===== config.mk =====
export PLATFORM = sky130hd
export DESIGN_NAME = fifo_wr_logic_flat
export DESIGN_NICKNAME = d
export VERILOG_FILES = /design/src/rtl/fifo_wr_logic_if.sv /design/src/rtl/fifo_wr_logic.sv /design/src/flat_wrapper.sv
export SDC_FILE = /design/constraint.sdc
export NUM_CORES = 1
export LEC_CHECK = 0
export CORE_AREA = 2 2 39 41
export DETAILED_ROUTE_END_ITERATION = 12
export DIE_AREA = 0 0 41 43
export PLACE_DENSITY_LB_ADDON = 0.3
export SLEW_MARGIN = 20
export SYNTH_ARGS = -nofsm -noshare
export SYNTH_HDL_FRONTEND = slang
export SYNTH_SLANG_ARGS = --single-unit
export TNS_END_PERCENT = 50

===== constraint.sdc =====
create_clock -name clk -period 2.3 [get_ports clk]
set_clock_uncertainty 0.05 [all_clocks]
set_input_delay 0.23 -clock clk [delete_from_list [all_inputs] [get_ports clk]]
set_output_delay 0.23 -clock clk [all_outputs]
set_load 0.02 [all_outputs]

===== src/rtl/fifo_wr_logic_if.sv =====
// Write-side handshake bundle between the FIFO write logic and its user/memory.
interface fifo_wr_logic_if #(
  parameter int unsigned PTR_SZ = 2
);
  logic              winc;
  logic [PTR_SZ-1:0] rq2_raddr;
  logic              wfull;
  logic              write_en;
  logic [PTR_SZ-1:0] waddr;
  logic [PTR_SZ-1:0] waddr_gray;

  modport master (
    output winc, rq2_raddr,
    input  wfull, write_en, waddr, waddr_gray
  );

  modport slave (
    input  winc, rq2_raddr,
    output wfull, write_en, waddr, waddr_gray
  );
endinterface


===== src/rtl/fifo_wr_logic.sv =====
// Write-side pointer and full-flag controller for a dual-clock FIFO.
// Pointer wraps modulo DEPTH; one slot is kept empty to distinguish full.
module fifo_wr_logic #(
  parameter int unsigned DEPTH  = 3,
  parameter int unsigned PTR_SZ = 2
) (
  input logic            clk,
  input logic            rst,
  fifo_wr_logic_if.slave bus
);

  localparam logic [0:0]        NOT_FULL = 1'b0;
  localparam logic [0:0]        FULL     = 1'b1;
  localparam logic [PTR_SZ-1:0] LAST     = PTR_SZ'(DEPTH - 1);

  logic [0:0]        current_state;
  logic [0:0]        next_state;
  logic [PTR_SZ-1:0] waddr;
  logic [PTR_SZ-1:0] waddr_gray;
  logic [PTR_SZ-1:0] waddr_tmp;
  logic [PTR_SZ-1:0] raddr;
  logic              wfull;
  logic              write_en;
  logic              wfull_tmp;

  function automatic logic [PTR_SZ-1:0] inc(input logic [PTR_SZ-1:0] p);
    return (p == LAST) ? '0 : p + PTR_SZ'(1);
  endfunction

  // Gray to binary: each bit is the XOR of itself and all higher Gray bits
  always_comb begin
    raddr = '0;
    for (int i = 0; i < int'(PTR_SZ); i++) begin
      raddr[i] = ^(bus.rq2_raddr >> i);
    end
  end

  assign wfull     = (current_state == FULL);
  assign write_en  = rst & bus.winc & ~wfull;
  assign waddr_tmp = write_en ? inc(waddr) : waddr;
  assign wfull_tmp = (inc(waddr_tmp) == raddr);

  always_comb begin
    next_state = NOT_FULL;
    if (wfull_tmp) begin
      next_state = FULL;
    end
  end

  always_ff @(posedge clk) begin
    if (!rst) begin
      current_state <= NOT_FULL;
      waddr         <= '0;
      waddr_gray    <= '0;
    end else begin
      current_state <= next_state;
      waddr         <= waddr_tmp;
      waddr_gray    <= waddr_tmp ^ (waddr_tmp >> 1);
    end
  end

  assign bus.wfull      = wfull;
  assign bus.write_en   = write_en;
  assign bus.waddr      = waddr;
  assign bus.waddr_gray = waddr_gray;

endmodule


===== src/flat_wrapper.sv =====
// flat-port wrapper written by rule: the top's interface ports become plain ports
module fifo_wr_logic_flat 
#(
  parameter int unsigned DEPTH  = 3,
  parameter int unsigned PTR_SZ = 2
)
  (clk, rst, bus_winc, bus_rq2_raddr, bus_wfull, bus_write_en, bus_waddr, bus_waddr_gray);
  fifo_wr_logic_if #(.PTR_SZ(PTR_SZ)) bus_i ();
  input logic clk;
  input logic rst;
  input wire logic [$bits(bus_i.winc)-1:0] bus_winc;
  input wire logic [$bits(bus_i.rq2_raddr)-1:0] bus_rq2_raddr;
  output wire logic [$bits(bus_i.wfull)-1:0] bus_wfull;
  output wire logic [$bits(bus_i.write_en)-1:0] bus_write_en;
  output wire logic [$bits(bus_i.waddr)-1:0] bus_waddr;
  output wire logic [$bits(bus_i.waddr_gray)-1:0] bus_waddr_gray;
  assign bus_i.winc = bus_winc;
  assign bus_i.rq2_raddr = bus_rq2_raddr;
  assign bus_wfull = bus_i.wfull;
  assign bus_write_en = bus_i.write_en;
  assign bus_waddr = bus_i.waddr;
  assign bus_waddr_gray = bus_i.waddr_gray;
  fifo_wr_logic #(.DEPTH(DEPTH), .PTR_SZ(PTR_SZ)) u_core (.clk(clk), .rst(rst), .bus(bus_i));
endmodule

Word-level counts from Yosys, hierarchy flattened
Cells that the tools add are included.

Word-level logic and storage cells: 18. Output and inout bits: 6. Bits of input ports: 5. Flip-flop bits (word level): 5.

Add/sub/neg operators: 2. Equality and inequality tests: 3. Bitwise operators: 4. Reduce and logical (&&, ||, !) cells: 2. Multiplexer cells: 4.

Operators with widths (number): $mux 2 (3); $add 2x1->2 const B (2); $eq 2x2->1 const B (2); $reduce_xor 2->1 (2); $and 1x1->1 (2); $eq 2x2->1 (1); $xor 2x1->2 (1); $mux 1 (1); $not 1->1 (1).

Longest topological paths before layout
Word-level depth: 7. Mapped depth: 7. Mapped depth without buffers: 7.

Worst setup path after synthesis
No wires, ideal clock.

Path kind: reg2reg. Start: register u_core.current_state (netlist: u_core.bus.wfull). End: register u_core.current_state (netlist: u_core.bus.wfull). Arrival: 1372 ps. Stages on the path, launching flop included: 7. Path buffers: 0. Data required time: 2178 ps. Library setup time: 72 ps. Slack: 807 ps. Clock period less this slack: 1493 ps. Cells stage by stage: dfxtp_1 -> nand3b_2 -> mux2_2 -> ha_1 -> nor2_1 -> nand2_1 -> mux2i_1.

Word-level cells in the longest chain between the ends: 7. Elaborated cells on any way between the ends: 8. Those cells by class: add/sub (1); eq/ne (2); mux (3); bitwise (2).

RTL lines: start, declared (RTL line fifo_wr_logic.sv:16) `logic [0:0] current_state;`; start signal, assigned (RTL line fifo_wr_logic.sv:56) `current_state <= next_state;`; $not 1->1 (*) (RTL line fifo_wr_logic.sv:39) `assign write_en = rst & bus.winc & ~wfull;`; $and 1x1->1 (*) (RTL line fifo_wr_logic.sv:39); $mux 2 (*) (RTL line fifo_wr_logic.sv:40) `assign waddr_tmp = write_en ? inc(waddr) : waddr;`; $add 2x1->2 or $eq 2x2->1 (tied branches) (RTL line fifo_wr_logic.sv:27) `return (p == LAST) ? '0 : p + PTR_SZ'(1);`; $mux 2 (*) (RTL line fifo_wr_logic.sv:27); $eq 2x2->1 (*) (RTL line fifo_wr_logic.sv:41) `assign wfull_tmp = (inc(waddr_tmp) == raddr);`; $mux 1 (*) (RTL line fifo_wr_logic.sv:45) `if (wfull_tmp) begin`.

Mark *: on every way between the ends. The rest lies on a longest branch, timed or not. A chain may end at the register's enable or synchronous reset.

Final worst setup path
Start: input rst. End: output bus_write_en.

Word-level cells in the longest chain between the ends: 2.

RTL lines: start, declared (RTL line flat_wrapper.sv:10) `input logic rst;`; $and 1x1->1 (2 in a row) (RTL line fifo_wr_logic.sv:39); end, declared (RTL line flat_wrapper.sv:14) `output wire logic [$bits(bus_i.write_en)-1:0] bus_write_en;`.

No other way between the ends.

==> flow_summary_export.csv <==
group,metric,value,unit
outcome,status,"complete, no violations",
worst_setup_path,rrSetupSlack,0.84,ns
hold_path,worst_hold_path.num_cells,3,
placed_design,dp_hpwl,312,µm
worst_setup_path,endpoint_kind,"output pin",
clocking,cts_hold_buffers,0,
die,io_pins,11,
grt,grt-ovfl-total,0,
pwr,ir_drop,0.198,mV
route,wl_per_cell,8.16,µm
sta,clock.fmax,521,MHz
final_layout,final_core_util,0.244,
die,dieArea,1760,µm²
clocking,cts-htree-levels,1,
yosys,synthCells,21,
sta,setup_tns,0,ns
worst_setup_path,r2r-end,"u_core.bus.wfull",
die,die-width,41,µm
die,start_util,0.146,
worst_setup_path,crit_type,"input port to output pin",
route,drt_first_pass_iters,2,
placed_design,portBuffers,10,
sta,hold_violations,0,
clocking,numClockSinks,4,
sta,drv_slew,0,
clocking,clock_latency,0.23,ns
clocking,clkSlewWorstSetupHoldPaths,0.03,ns
yosys,yosysSeqAreaShare,0.395,
yosys,yosysWarnings,0,
worst_setup_path,cp.arrival,1.64,ns
route,drtAntennaViolNets,0,
clocking,root_buffer,"clkbuf_4",
worst_setup_path,required,2.02,ns
job,max_cap_viol_count,0,
clocking,cts_setup_buffers,0,
grt,grt_max_degree,7,
die,fp-row-count,14,
placed_design,globalplace.congestion,0.678,
sta,rsz0062_at_grt,"no",
grt,grt_use_total,0.0602,
yosys,ys_ff_latch,4,
sta,setup_viol,0,
route,drc,0,
sta,min_period,1.92,ns
worst_setup_path,r2r_start,"u_core.bus.wfull",
hold_path,holdCritStartpoint,"bus_rq2_raddr[1]",
yosys,synth_area,203,µm²
route,routed_wirelength,400,µm
final_layout,fin_nets,41,
pwr,p_per_area,669,nW/µm²
sta,post-route-period-util,0.834,
grt,grt_pass1_wl,641,µm
worst_setup_path,r2r_cells,7,
hold_path,min_path_type,"input port to flip-flop",
die,core,1380,µm²
worst_setup_path,crit_fanout,6,
pwr,fin_total_pwr,0.226,mW
route,drtIter0Drc,3,
final_layout,syn2layout_area_growth,66.7,%
sta,worstMarginPinSlew,0.222,ns
clocking,cts_made_buffers,3,
route,via_per_inst,3.69,
yosys,avgSynthCellArea,9.65,µm²
final_layout,post_route_cells_drive_above_1_share,0.152,
grt,grt_pass1_vias,163,
placed_design,dpl_cell_area,315,µm²
clocking,cts_tree,"yes",
yosys,synth_cell_types,15,
final_layout,fin_area,338,µm²
sta,timing.slew.headroom,0.851,
pwr,p_leak,0.139,nW
final_layout,diodes,0,
yosys,synthesis.nets,27,
grt,antenna_found_initial,0,
worst_setup_path,setup.worst_path.start_class,"input port",
clocking,ctsLongestPathBuffers,2,
route,vias,181,
die,die_y,43,µm
hold_path,worstHoldEndpoint,"u_core.bus.wfull",
clocking,cts_resized,0,
placed_design,dp_cells,46,
final_layout,fin_cells,49,
-- how the worst max path moves through the flow --
| stage | start | to | slack [ns] | cells after the start |
|---|---|---|---|---|
| floorplan | u_core.bus.wfull | u_core.bus.wfull | 0.81 | 6 |
| global placement | rst | bus_write_en | 0.40 | 4 |
| detailed placement | rst | bus_write_en | 0.39 | 4 |
| CTS | rst | bus_write_en | 0.39 | 4 |
| global route | rst | bus_write_en | 0.30 | 4 |
| finish | rst | bus_write_en | 0.38 | 4 |
-- registers in the layout, indices dropped and copies added (netlist names) --
name / flops
u_core.bus.wfull: 1
u_core.bus.waddr: 2
u_core.bus.waddr_gray: 1
-- metrics by stage --
stage	setup WS, ns	hold slack [ns]
floorplan	0.807	0.302
global placement	0.403	0.585
detailed placement	0.386	0.585
CTS	0.386	0.549
global route	0.297	0.572
finish	0.382	0.549
-- power breakdown --
| part | leakage [nW] | total [mW] | switching [mW] | internal [mW] |
|---|---|---|---|---|
| sequential | 0.0328 | 0.0796 | 0.00354 | 0.0760 |
| clock | 0.0138 | 0.0855 | 0.0273 | 0.0583 |
| combinational | 0.0920 | 0.0610 | 0.0273 | 0.0337 |
| total | 0.139 | 0.226 | 0.0581 | 0.168 |
-- final cells by class --
cell class                      count  area, µm²
Inverter                            1       3.75
Clock buffer                        3       22.5
Fill cell                         152       1050
Timing Repair Buffer               10        100
Sequential cell                     4       80.1
Multi-Input combinational cell     15        111
Tap cell                           16       20.0
-- layout by cell type, fill, tap and decap left out --
cell type        count
nand2_1              1
nor2_1               2
nand3_1              1
dfxtp_1              4
inv_1                1
nand3b_2             1
and2_1               1
clkbuf_4             3
clkdlybuf4s50_1     10
ha_1                 1
xnor2_1              1
mux2_2               1
nor2b_1              2
mux2i_1              2
nor3b_1              1
a21oi_1              1
-- Yosys cell counts --
library cell / count / area, µm²
nand3_1: 1 / 5.00
dfxtp_1: 4 / 80.1
buf_4: 1 / 7.51
nor2b_1: 2 / 12.5
a21oi_1: 1 / 5.00
xnor2_1: 1 / 8.76
nor3b_1: 1 / 7.51
inv_1: 1 / 3.75
nand3b_2: 1 / 11.3
and2_1: 1 / 6.26
nand2_1: 1 / 3.75
ha_1: 1 / 12.5
nor2_1: 2 / 7.51
mux2_2: 1 / 11.3
mux2i_1: 2 / 20.0
-- kinds of logic (layout without fill, tap and decap cells) --
kind of cell	count (synthesis)	after routing	share of synthesized area
XOR/XNOR	1	1	0.0432
AND/OR/NAND/NOR	9	9	0.265
adder cells (fa/ha/maj)	1	1	0.0617
multiplexers	3	3	0.154
flip-flops	4	4	0.395
AO/OA/AOI/OAI	1	1	0.0247
buffers and inverters	2	14	0.0556
-- metal layers --
metal / wire (µm) / track usage
met4: 0 / 0.0800
met5: 0 / 0
met1: 179 / 0.0611
met3: 55 / 0.0366
met2: 165 / 0.0688
-- critical path, stage by stage --
cell and delay [ns]:
clkdlybuf4s50_1 0.57, nand3b_2 0.16, inv_1 0.08, clkdlybuf4s50_1 0.59
(Power assumes the default switching activity.)
